**src/rtl/count_sequencer_if.sv**
```systemverilog
// Command and status bundle between the switch decode and count_sequencer.
// The master drives commands and limits; the slave returns count and status.
interface count_sequencer_if #(
  parameter int NBITS = 4
);
  logic             start;
  logic             stop;
  logic             clear;
  logic             load;
  logic [NBITS-1:0] load_value;
  logic [1:0]       mode;
  logic [NBITS-1:0] lo_lim;
  logic [NBITS-1:0] hi_lim;
  logic [NBITS-1:0] count;
  logic             dir;
  logic             step;
  logic [1:0]       state;
  logic             at_limit;

  modport master (
    output start, stop, clear, load,
    output load_value, mode, lo_lim, hi_lim,
    input  count, dir, step, state, at_limit
  );

  modport slave (
    input  start, stop, clear, load,
    input  load_value, mode, lo_lim, hi_lim,
    output count, dir, step, state, at_limit
  );
endinterface

```
**src/rtl/count_sequencer.sv**
```systemverilog
// Run-control and mode sequencer for the counter datapath:
// gated, prescaled up/down/bounce/hold stepping between limits.
module count_sequencer #(
  parameter int NBITS    = 4,
  parameter int PRESCALE = 1
) (
  input logic            clk_2,
  input logic            reset,
  count_sequencer_if.slave bus
);
  localparam int PW = $clog2(PRESCALE + 1);
  localparam logic [PW-1:0] PLAST = PW'(PRESCALE - 1);

  localparam logic [1:0] IDLE   = 2'b00;
  localparam logic [1:0] RUN    = 2'b01;
  localparam logic [1:0] PAUSED = 2'b10;

  logic [PW-1:0]    pre;
  logic             tick;
  logic [NBITS-1:0] inc;
  logic [NBITS-1:0] dec;
  logic [NBITS-1:0] bnc;
  logic [NBITS-1:0] nxt_count;
  logic             nxt_dir;

  assign tick = (bus.state == RUN) && (pre == PLAST);
  assign inc  = bus.count + NBITS'(1);
  assign dec  = bus.count - NBITS'(1);
  assign bnc  = bus.dir ? dec : inc;

  assign bus.at_limit = (bus.count == bus.lo_lim) ||
                        (bus.count == bus.hi_lim);

  always_comb begin
    nxt_count = bus.count;
    nxt_dir   = bus.dir;
    if (bus.lo_lim >= bus.hi_lim) begin
      nxt_count = bus.lo_lim;
    end else begin
      case (bus.mode)
        2'b00: begin
          nxt_dir = 1'b0;
          if (bus.count >= bus.hi_lim ||
              bus.count <  bus.lo_lim)
            nxt_count = bus.lo_lim;
          else
            nxt_count = inc;
        end
        2'b01: begin
          nxt_dir = 1'b1;
          if (bus.count <= bus.lo_lim ||
              bus.count >  bus.hi_lim)
            nxt_count = bus.hi_lim;
          else
            nxt_count = dec;
        end
        2'b10: begin
          if (bus.count < bus.lo_lim ||
              bus.count > bus.hi_lim) begin
            nxt_count = bus.lo_lim;
            nxt_dir   = 1'b0;
          end else begin
            nxt_count = bnc;
            if (bnc == bus.hi_lim)
              nxt_dir = 1'b1;
            else if (bnc == bus.lo_lim)
              nxt_dir = 1'b0;
          end
        end
        default: ;
      endcase
    end
  end

  // Start while already running is a no-op and lets the tick through.
  always_ff @(posedge clk_2) begin
    if (reset) begin
      bus.count <= '0;
      bus.dir   <= 1'b0;
      bus.state <= IDLE;
      bus.step  <= 1'b0;
      pre       <= '0;
    end else begin
      bus.step <= 1'b0;
      if (bus.clear) begin
        bus.state <= IDLE;
        bus.count <= '0;
        bus.dir   <= 1'b0;
        pre       <= '0;
      end else if (bus.load) begin
        bus.count <= bus.load_value;
        pre       <= '0;
      end else if (bus.stop) begin
        if (bus.state == RUN)
          bus.state <= PAUSED;
      end else if (bus.start && bus.state != RUN) begin
        if (bus.state == IDLE)
          pre <= '0;
        bus.state <= RUN;
      end else if (bus.state == RUN) begin
        if (tick) begin
          pre       <= '0;
          bus.count <= nxt_count;
          bus.dir   <= nxt_dir;
          bus.step  <= 1'b1;
        end else begin
          pre <= pre + PW'(1);
        end
      end
    end
  end
endmodule
```
**src/flat_wrapper.sv**
```systemverilog
// flat-port wrapper written by rule: the top's interface ports become plain ports
module count_sequencer_flat 
#(
  parameter int NBITS    = 4,
  parameter int PRESCALE = 1
)
  (clk_2, reset, bus_start, bus_stop, bus_clear, bus_load, bus_load_value, bus_mode, bus_lo_lim, bus_hi_lim, bus_count, bus_dir, bus_step, bus_state, bus_at_limit);
  count_sequencer_if #(.NBITS(NBITS)) bus_i ();
  input logic clk_2;
  input logic reset;
  input wire logic [$bits(bus_i.start)-1:0] bus_start;
  input wire logic [$bits(bus_i.stop)-1:0] bus_stop;
  input wire logic [$bits(bus_i.clear)-1:0] bus_clear;
  input wire logic [$bits(bus_i.load)-1:0] bus_load;
  input wire logic [$bits(bus_i.load_value)-1:0] bus_load_value;
  input wire logic [$bits(bus_i.mode)-1:0] bus_mode;
  input wire logic [$bits(bus_i.lo_lim)-1:0] bus_lo_lim;
  input wire logic [$bits(bus_i.hi_lim)-1:0] bus_hi_lim;
  output wire logic [$bits(bus_i.count)-1:0] bus_count;
  output wire logic [$bits(bus_i.dir)-1:0] bus_dir;
  output wire logic [$bits(bus_i.step)-1:0] bus_step;
  output wire logic [$bits(bus_i.state)-1:0] bus_state;
  output wire logic [$bits(bus_i.at_limit)-1:0] bus_at_limit;
  assign bus_i.start = bus_start;
  assign bus_i.stop = bus_stop;
  assign bus_i.clear = bus_clear;
  assign bus_i.load = bus_load;
  assign bus_i.load_value = bus_load_value;
  assign bus_i.mode = bus_mode;
  assign bus_i.lo_lim = bus_lo_lim;
  assign bus_i.hi_lim = bus_hi_lim;
  assign bus_count = bus_i.count;
  assign bus_dir = bus_i.dir;
  assign bus_step = bus_i.step;
  assign bus_state = bus_i.state;
  assign bus_at_limit = bus_i.at_limit;
  count_sequencer #(.NBITS(NBITS), .PRESCALE(PRESCALE)) u_core (.clk_2(clk_2), .reset(reset), .bus(bus_i));
endmodule
```
**config.mk**
```make
export PLATFORM = sky130hd
export DESIGN_NAME = count_sequencer_flat
export DESIGN_NICKNAME = d
export VERILOG_FILES = /design/src/rtl/count_sequencer_if.sv /design/src/rtl/count_sequencer.sv /design/src/flat_wrapper.sv
export SDC_FILE = /design/constraint.sdc
export NUM_CORES = 1
export LEC_CHECK = 0
export ABC_AREA = 1
export BUFFER_PORTS_ARGS = -buffer_cell sky130_fd_sc_hd__buf_2
export CORE_UTILIZATION = 45
export CTS_CLUSTER_DIAMETER = 200
export CTS_CLUSTER_SIZE = 12
export DETAILED_ROUTE_END_ITERATION = 16
export PLACE_DENSITY = 0.68
export SYNTH_ARGS = -nofsm -noshare
export SYNTH_HDL_FRONTEND = slang
export SYNTH_SLANG_ARGS = --single-unit
```
**constraint.sdc**
```tcl
create_clock -name clk_2 -period 5.9 [get_ports clk_2]
set_clock_uncertainty 0.15 [all_clocks]
set_input_delay 0 -clock clk_2 [delete_from_list [all_inputs] [get_ports clk_2]]
set_output_delay 0 -clock clk_2 [all_outputs]
set_load 0.05 [all_outputs]
```
==> out/results.ini, run 1 <==
[clock_tree]
cts_root_buf = clkbuf_4
cts_tree = built
clkSinkCount = 9
cts_buffers = 3
clkTransAtPathRegs_ps = 60
worstSkewPairLatency_ps = 270
post_cts_buffers = 0
clockBufferDepth = 2
cts_max_level = 1

[sta]
rsz0062_at_grt = no
tightest_slew_ps = 465
finalHoldViolations = 0
min_period_over_period = 0.482
relSlewSlack = 0.689
timing.setup.tns_ps = 0
setup_viol = 0
fmax_mhz = 352
slew_violations = 0
finalWorstPathRequiredPeriod_ps = 2840

[floorplan]
die_area_mm2 = 0.00336
die_y_um = 58.0
start_util = 0.494
coreArea_mm2 = 0.00285
rows = 19
die_w_um = 58.0
pin_count = 29

[worst_setup_path]
cp_num_buf_inv = 2
start_kind = register
worst-path-max-fanout = 9
endpoint_kind = register
crit_arrival_ps = 2910
cp_cell_sequence = ha_1 > nand2_1 > inv_1 > nand2_1 > nand2_1 > nand2_2 > nand2_1 > nand2_1 > nand3_1 > nand2_1 > nand2_1 > nand2_1 > nand2_1 > nand2_1 > nand2_1 > a21oi_1 > dlygate4sd3_1
slowest_delay_ps = 610
cp.required_ps = 5970
cp_common_cell = nand2_1
worstSetupPathType = register to register
cp_slowest_cell = dfxtp_1
critical-path-top-delay-family = simple AND/OR/NAND/NOR gates

[place]
io_buffers = 28
gp_routability_congestion = 0.940
placedInstanceArea_mm2 = 0.00156
dpl.hpwl_mm = 2.89

[synthesis]
syn_area_mm2 = 0.00141
post_synth.cell_area_avg_um2 = 6.13
syn_inst = 230
synth_ff_type = dfxtp_1
yosysWarningCount = 0
synth_edf_count = 0
ys_types = 30
synth_nets = 268
seq_area_frac_synth = 0.128
ys_async_sr_fraction = 0
ys_ff_latch = 9

[global_routing]
grtUsageTotal = 0.242
grt_pass1_wl_mm = 6.24
grt_pass1_vias = 1434
grt_max_degree = 10
antenna_found_initial = 0
overflow = 0

[route]
routed_wl_mm = 3.72
ant_nets = 0
drcViolationCount = 1
via_per_inst = 5.20
dr.pass1.iters = 10
vias = 1564
post_drt_wl_per_cell_um = 12.4
drt-initial-drc-count = 65

[run]
cap_viol_max_count = 0

[final_layout]
drive_above_1_share = 0.200
nets = 309
num_antenna_cells = 0
area.growth.synth_to_final_pct = 20.5
fill_cells = 286
fin_area_mm2 = 0.00170

[worst_hold_path]
hp-class = input port to register

[pwr]
powerDensity_mw_per_mm2 = 134
p_leak_nw = 0.920
peakVddDrop_mv = 0.0788

[status]
violations = DRC
status = complete, but fails checks

[layout by cell type, fill, tap and decap left out, drive strengths merged]
master	n
a211oi	3
a21oi	16
inv	36
nand4	5
o211ai	1
nand3b	1
buf	28
o31ai	2
clkbuf	4
nand2	67
dlygate4sd3	11
nor3	3
xor2	4
dfxtp	9
nand3	31
nor2	19
or2	3
xnor2	1
ha	18
o21ai	8
[area by class of cell]
type	instances	area (um^2)	area share
clock buffers	4	26.3	0.0155
inverters	36	138	0.0811
multi-input cells	182	1060	0.627
flip-flops and latches	9	180	0.106
well taps	31	38.8	0.0228
repair buffers	39	250	0.147
[final timing paths]
path,startpoint,to,slack (ps),cells past startpoint
worst min register to register,u_core.bus.state[0]$_SDFFE_PP0P_,u_core.bus.state[0]$_SDFFE_PP0P_,350,2
worst max register to register,u_core.bus.count[2]$_SDFFE_PP0P_,u_core.bus.count[1]$_SDFFE_PP0P_,3060,17
worst max-delay path,u_core.bus.count[2]$_SDFFE_PP0P_,u_core.bus.count[1]$_SDFFE_PP0P_,3060,17
worst min-delay path,bus_lo_lim[0],u_core.bus.count[0]$_SDFFE_PP0P_,4,3
[kinds of logic after synthesis]
| group | after synthesis | share of synthesized area |
|---|---|---|
| flops | 9 | 0.128 |
| xor+xnor | 5 | 0.0471 |
| compound gates | 30 | 0.133 |
| simple gates | 129 | 0.416 |
| fa+ha+maj | 18 | 0.160 |
| buf+inv | 39 | 0.116 |
[layer usage]
| layer | track usage | vias to the layer above | part of all wire |
|---|---|---|---|
| li1 | - | 829 | - |
| met1 | 0.328 | 671 | 0.46 |
| met2 | 0.392 | 58 | 0.45 |
| met3 | 0.0335 | 6 | 0.074 |
| met4 | 0.0850 | 0 | 0.018 |
| met5 | 0 | - | 0 |
[state kept, by name, summed over array words and instances, names as in the netlist]
name / count
u_core.bus.count: 4
u_core.bus.step: 1
u_core.pre: 1
u_core.bus.state: 2
u_core.bus.dir: 1
[worst min-delay path: stages]
cell      delay (ps)
buf_2            150
a211oi_1         100
a21oi_1          130
[power breakdown]
part | switching, mW | internal [mW]
clock network | 0.0247 | 0.0262
logic | 0.0691 | 0.0405
registers | 0.00395 | 0.0624
[cell usage after synthesis, types with 4 or more instances]
library cell	n	share of area
nor2_1	18	0.048
nand2_1	62	0.17
nand3_1	28	0.099
dfxtp_1	9	0.13
inv_1	31	0.083
nand4_1	5	0.022
inv_2	4	0.011
nand2_2	5	0.022
ha_1	18	0.16
a21oi_1	14	0.050
[what timing repair did]
action,in CTS,in global routing
resized for setup,0,0
hold endpoints to repair,9,0
hold buffers,11,0
[per-stage QoR]
step	total power, mW	hold slack, ps	worst slack, ps	utilization	cells
detailed placement	0.171	143	3640	0.547	286
finish	0.227	3.74	3060	0.595	301
floorplan	0.145	-72.3	3440	-	230
global placement	0.172	140	3630	0.547	286
CTS	0.226	5.65	3070	0.595	301
global route	0.245	32.8	2770	0.595	301
Power figures use the tool's default switching activity.
==> run 2, diff against run 1 <==
Clock period 5.9 ns to 2.7 ns, I/O delays scaled along.
==> run 2 against run 1 <==
Against the previous run:
- the run ends with DRC, hold timing left
- power up 120%
- combinational power up 140%
- critical path type unchanged
- worst hold slack lost 9.4 ps
- final cell count increased by 0.33%
- core utilization increased by 3.0 points
- sequential power grew 120%
- first-iteration DRC count decreased by 6.2%
- via count down 0.38%
- worst setup slack worse by 2500 ps
- wire length is 2.7% higher
==> out/results.ini, run 2 (same netlist as run 1, synthesis figures left out) <==
[sta]
timing.setup.tns_ps = 0
finalHoldViolations = 1
finalWorstPathRequiredPeriod_ps = 2100
hold_ws_ps = -5.67
worst_slack_ps = 605
relSlewSlack = 0.728
min_period_over_period = 0.776
setup_viol = 0
rsz0062_at_grt = no
tightest_slew_ps = 408
slew_violations = 0
fmax_mhz = 477

[pwr]
p_int_uw = 290
p_clk_frac = 0.206
peakVddDrop_mv = 0.295
power_frac_seq = 0.282
finalPower_uw = 508
powerDensity_mw_per_mm2 = 285
p_comb_frac = 0.513
p_leak_nw = 0.939
switching_share = 0.429
switchingPower_uw = 218

[route]
drt-initial-drc-count = 61
vias = 1558
routed_wl_mm = 3.82
via_per_inst = 5.16
ant_nets = 0
post_drt_wl_per_cell_um = 12.6
drcViolationCount = 1
dr.pass1.iters = 10

[clock_tree]
cts_tree = built
cts_buffers = 3
cts_max_level = 1
cts_root_buf = clkbuf_4
clkSinkCount = 9
worstSkewPairLatency_ps = 260
clkTransAtPathRegs_ps = 70
clockBufferDepth = 2
post_cts_buffers = 0

[global_routing]
grt_max_degree = 9
grtUsageTotal = 0.248
met1_usage = 0.334
grt_pass1_vias = 1466
grt.busiest_layer = met2
overflow = 0
grt.met2_usage = 0.433
met3_usage = 0.0201
antenna_found_initial = 0
grt_pass1_wl_mm = 6.32

[final_layout]
num_antenna_cells = 0
reg_top3 = u_core.bus.count (4), u_core.bus.state (2)
nets = 310
area.growth.synth_to_final_pct = 26.6
largest_register = u_core.bus.count
largest_reg_flops = 4
mostFrequentLayoutCell = nand2_1
drive_above_1_share = 0.258
stdcell_count = 302
fill_cells = 275
final_core_util = 0.625
fin_area_mm2 = 0.00178
most-common-layout-cells = nand2_1, inv_1, buf_2

[floorplan]
rows = 19
pin_count = 29
die_w_um = 58.0
coreArea_mm2 = 0.00285
die_y_um = 58.0
start_util = 0.494
die_area_mm2 = 0.00336

[worst_setup_path]
r2r_slack_ps = 600
reg2reg_to = u_core.bus.dir$_SDFFE_PP0P_
cp.required_ps = 2700
cp_slowest_cell = dfxtp_2
rr_worst_depth = 14
crit_arrival_ps = 2090
slowest_delay_ps = 430
worstSetupPathType = register to register
timing.rr.start = u_core.bus.count[1]$_SDFFE_PP0P_
start_kind = register
endpoint_kind = register
cp_common_cell = nand2_1
worst-path-max-fanout = 8
cp_cell_sequence = inv_1 > ha_1 > inv_1 > nand2_1 > nand2_2 > inv_2 > nand2_1 > nand3_1 > a21oi_2 > nand2_1 > nand3_1 > nand2_1 > o21ai_1 > nor2_1

[worst_hold_path]
hold_end = u_core.bus.count[1]$_SDFFE_PP0P_
hold_depth = 5
holdCritStartpoint = bus_load_value[1]
hp-class = input port to register

[place]
gp_routability_congestion = 0.870
placedInstanceArea_mm2 = 0.00158
placed_cells = 288
dpl.hpwl_mm = 2.93
place_ws_ps = 521
io_buffers = 28

[status]
violations = DRC, hold timing
status = complete, but fails checks

[run]
cap_viol_max_count = 0

run 2: cell count changes in the layout (fill, tap and decap cells not counted), moves of 2 or more:
cell,before,now
dfxtp_2,0,3
inv_1,31,29
nand2_4,0,3
buf_4,0,2
inv_2,4,6
nand2_1,62,58
ha_4,0,2
ha_1,18,16
dfxtp_1,9,5
run 2: layout make-up:
cell class	instances	area (um^2)	share of cell area
multi-input cells	182	1140	0.638
repair buffers	40	255	0.143
flip-flops and latches	9	188	0.105
inverters	36	138	0.0771
well taps	31	38.8	0.0217
clock buffers	4	26.3	0.0147
run 2: repair_timing:
action,in CTS,in global routing
gates resized for setup,0,20
endpoints found under the hold margin,9,0
hold buffers,11,0
endpoints found under the setup margin,0,1
run 2: critical path: cells and delay by family, from the launching register on:
family / cells / cell delay [ps]
AO/OA/AOI/OAI: 2 / 290
adder cells (fa/ha/maj): 1 / 320
buffers and inverters: 3 / 250
flip-flops: 1 / 430
AND/OR/NAND/NOR: 8 / 550
run 2: per-layer routing:
layer / share of wire / up-vias
li1: - / 833
met1: 0.47 / 678
met2: 0.47 / 45
met3: 0.047 / 2
met4: 0.0050 / 0
met5: 0 / -
run 2: worst max path at each step:
stage	from	cells after the start	slack (ps)	to
2_1_floorplan	u_core.bus.count[0]$_SDFFE_PP0P_	5	240	bus_at_limit
3_3_place_gp	u_core.bus.count[1]$_SDFFE_PP0P_	14	560	u_core.bus.dir$_SDFFE_PP0P_
3_5_place_dp	u_core.bus.count[1]$_SDFFE_PP0P_	14	520	u_core.bus.dir$_SDFFE_PP0P_
4_1_cts	u_core.bus.count[3]$_SDFFE_PP0P_	14	40	u_core.bus.count[1]$_SDFFE_PP0P_
5_1_grt	u_core.bus.count[1]$_SDFFE_PP0P_	12	400	u_core.bus.dir$_SDFFE_PP0P_
6_report	u_core.bus.count[1]$_SDFFE_PP0P_	14	600	u_core.bus.dir$_SDFFE_PP0P_
run 2: power by group through the flow:
| stage | registers, mW | logic, mW | clock network, mW |
|---|---|---|---|
| after floorplan | 0.156 | 0.160 | 0 |
| after global placement | 0.145 | 0.231 | 0 |
| after detailed placement | 0.145 | 0.232 | 0 |
| after CTS | 0.142 | 0.242 | 0.108 |
| after global routing | 0.144 | 0.293 | 0.113 |
| final | 0.143 | 0.261 | 0.104 |
==> run 3, diff against run 2 <==
Settings changed: PLACE_DENSITY 0.68 to 0.7.
Clock period 2.7 ns to 1.69 ns, I/O delays scaled along.
==> run 3 against run 2 <==
Against the previous run:
- the run ends with DRC, hold timing, setup timing left
- combinational power up 140%
- largest cell class unchanged
- sequential power rose by 59%
- clock power up 69%
- register-to-register slack got worse by 950 ps
- power grew 100%
==> out/results.ini, run 3 (same netlist as run 1, synthesis figures left out) <==
[sta]
hold_ws_ps = -15.8
fmax_mhz = 490
tightest_slew_ps = 277
slew_violations = 0
worst_slack_ps = -350
rsz0062_at_grt = yes
setup_viol = 5
relSlewSlack = 0.814
finalHoldViolations = 3
finalWorstPathRequiredPeriod_ps = 2040
min_period_over_period = 1.21
timing.setup.tns_ps = -1650

[global_routing]
grt_pass1_wl_mm = 7.43
grt_pass1_vias = 1705
overflow = 0
grtUsageTotal = 0.291
grt_max_degree = 10
antenna_found_initial = 0

[place]
placed_cells = 330
gp_routability_congestion = 0.953
dpl.hpwl_mm = 3.51
place_ws_ps = -354
io_buffers = 28
placedInstanceArea_mm2 = 0.00198

[route]
ant_nets = 0
routed_wl_mm = 4.97
drcViolationCount = 3
dr.pass1.iters = 10
post_drt_wl_per_cell_um = 14.4
vias = 1863
drt-initial-drc-count = 127
via_per_inst = 5.38

[worst_hold_path]
hp-class = input port to register
hold_end = u_core.bus.count[3]$_SDFFE_PP0P_
hold_depth = 5
holdCritStartpoint = bus_load_value[3]

[worst_setup_path]
cp_common_cell = nand2_2
reg2reg_to = u_core.bus.dir$_SDFFE_PP0P_
worst-path-max-fanout = 7
r2r_slack_ps = -350
rr_worst_depth = 12
crit_arrival_ps = 2100
endpoint_kind = register
cp.required_ps = 1750
start_kind = register
worstSetupPathType = register to register
timing.rr.start = u_core.bus.count[1]$_SDFFE_PP0P_
slowest_delay_ps = 430
cp_slowest_cell = dfxtp_4
cp_cell_sequence = ha_4 > nand2_2 > nand2_2 > nand2_2 > nand2_2 > nand2_4 > nand2_4 > nor2_1 > nand3_1 > a21oi_1 > o21ai_2 > nor2_1

[clock_tree]
clkTransAtPathRegs_ps = 60
worstSkewPairLatency_ps = 270
cts_max_level = 1
cts_tree = built
cts_root_buf = clkbuf_4
clockBufferDepth = 2
cts_buffers = 3
clkSinkCount = 9

[status]
violations = DRC, hold timing, setup timing
status = complete, but fails checks

[final_layout]
stdcell_count = 346
fin_area_mm2 = 0.00234
final_core_util = 0.821
reg_top3 = u_core.bus.count (4), u_core.bus.state (2)
largest_reg_flops = 4
num_antenna_cells = 0
most-common-layout-cells = nand2_1, buf_4, buf_2
mostFrequentLayoutCell = nand2_1
largest_register = u_core.bus.count
drive_above_1_share = 0.470
area.growth.synth_to_final_pct = 66.3
nets = 354

[floorplan]
pin_count = 29
die_area_mm2 = 0.00336
die_w_um = 58.0
die_y_um = 58.0
coreArea_mm2 = 0.00285
start_util = 0.494
rows = 19

[pwr]
finalPower_mw = 1.02
peakVddDrop_mv = 0.360
p_leak_nw = 1.18
powerDensity_mw_per_mm2 = 436

[run]
cap_viol_max_count = 0

## run 3: cell count changes in the layout (fill, tap and decap cells not counted), moves of 4 or more
cell           before  now
ha_4                2    9
ha_1               16    8
nand2_1            58   49
a21oi_1            13    9
nand2_2             6   10
dlygate4sd3_1      10    6
buf_6               0    4
buf_4               2   47
nand2_4             3    8
## run 3: repair_timing
item | 4_1_cts | 5_1_grt
hold endpoints to repair | 9 | 7
resized for setup | 31 | 19
pin swaps | 22 | 29
hold buffers | 5 | 1
buffers inserted | 0 | 6
endpoints found under the setup margin | 6 | 7
## run 3: worst max path at each step
stage               depth (start not counted)                             start  slack (ps)                                to
finish                                     12  u_core.bus.count[1]$_SDFFE_PP0P_        -350       u_core.bus.dir$_SDFFE_PP0P_
global route                               17  u_core.bus.count[0]$_SDFFE_PP0P_        -450  u_core.bus.count[3]$_SDFFE_PP0P_
CTS                                        14  u_core.bus.count[1]$_SDFFE_PP0P_        -250       u_core.bus.dir$_SDFFE_PP0P_
detailed placement                         15  u_core.bus.count[3]$_SDFFE_PP0P_        -350  u_core.bus.count[1]$_SDFFE_PP0P_
global placement                           15  u_core.bus.count[3]$_SDFFE_PP0P_        -320  u_core.bus.count[1]$_SDFFE_PP0P_
floorplan                                  18  u_core.bus.count[0]$_SDFFE_PP0P_        -290  u_core.bus.count[1]$_SDFFE_PP0P_
## run 3: area by class of cell
type                       instances  area [um^2]
clock buffer                       4         26.3
fill                             205          510
inverter                          36          143
multi-input combinational        182         1350
sequential                         9          195
tap                               31         38.8
timing repair buffer              84          593
## run 3: report_power, final
part	internal (mW)	switching, mW	total, mW
combinational	0.276	0.341	0.617
clock	0.0915	0.0846	0.176
sequential	0.215	0.0121	0.227
## run 3: worst max-delay path: cells and delay by family, from the launching register on
kind | cells | cell delay, ps
AND/OR/NAND/NOR | 9 | 880
adder cells (fa/ha/maj) | 1 | 230
flip-flops | 1 | 430
AO/OA/AOI/OAI | 2 | 300
## run 3: layer usage
| metal | global-route usage | share of wire |
|---|---|---|
| met1 | 0.370 | 0.42 |
| met2 | 0.504 | 0.49 |
| met3 | 0.0201 | 0.070 |
| met4 | 0.126 | 0.027 |
| met5 | 0 | 0 |
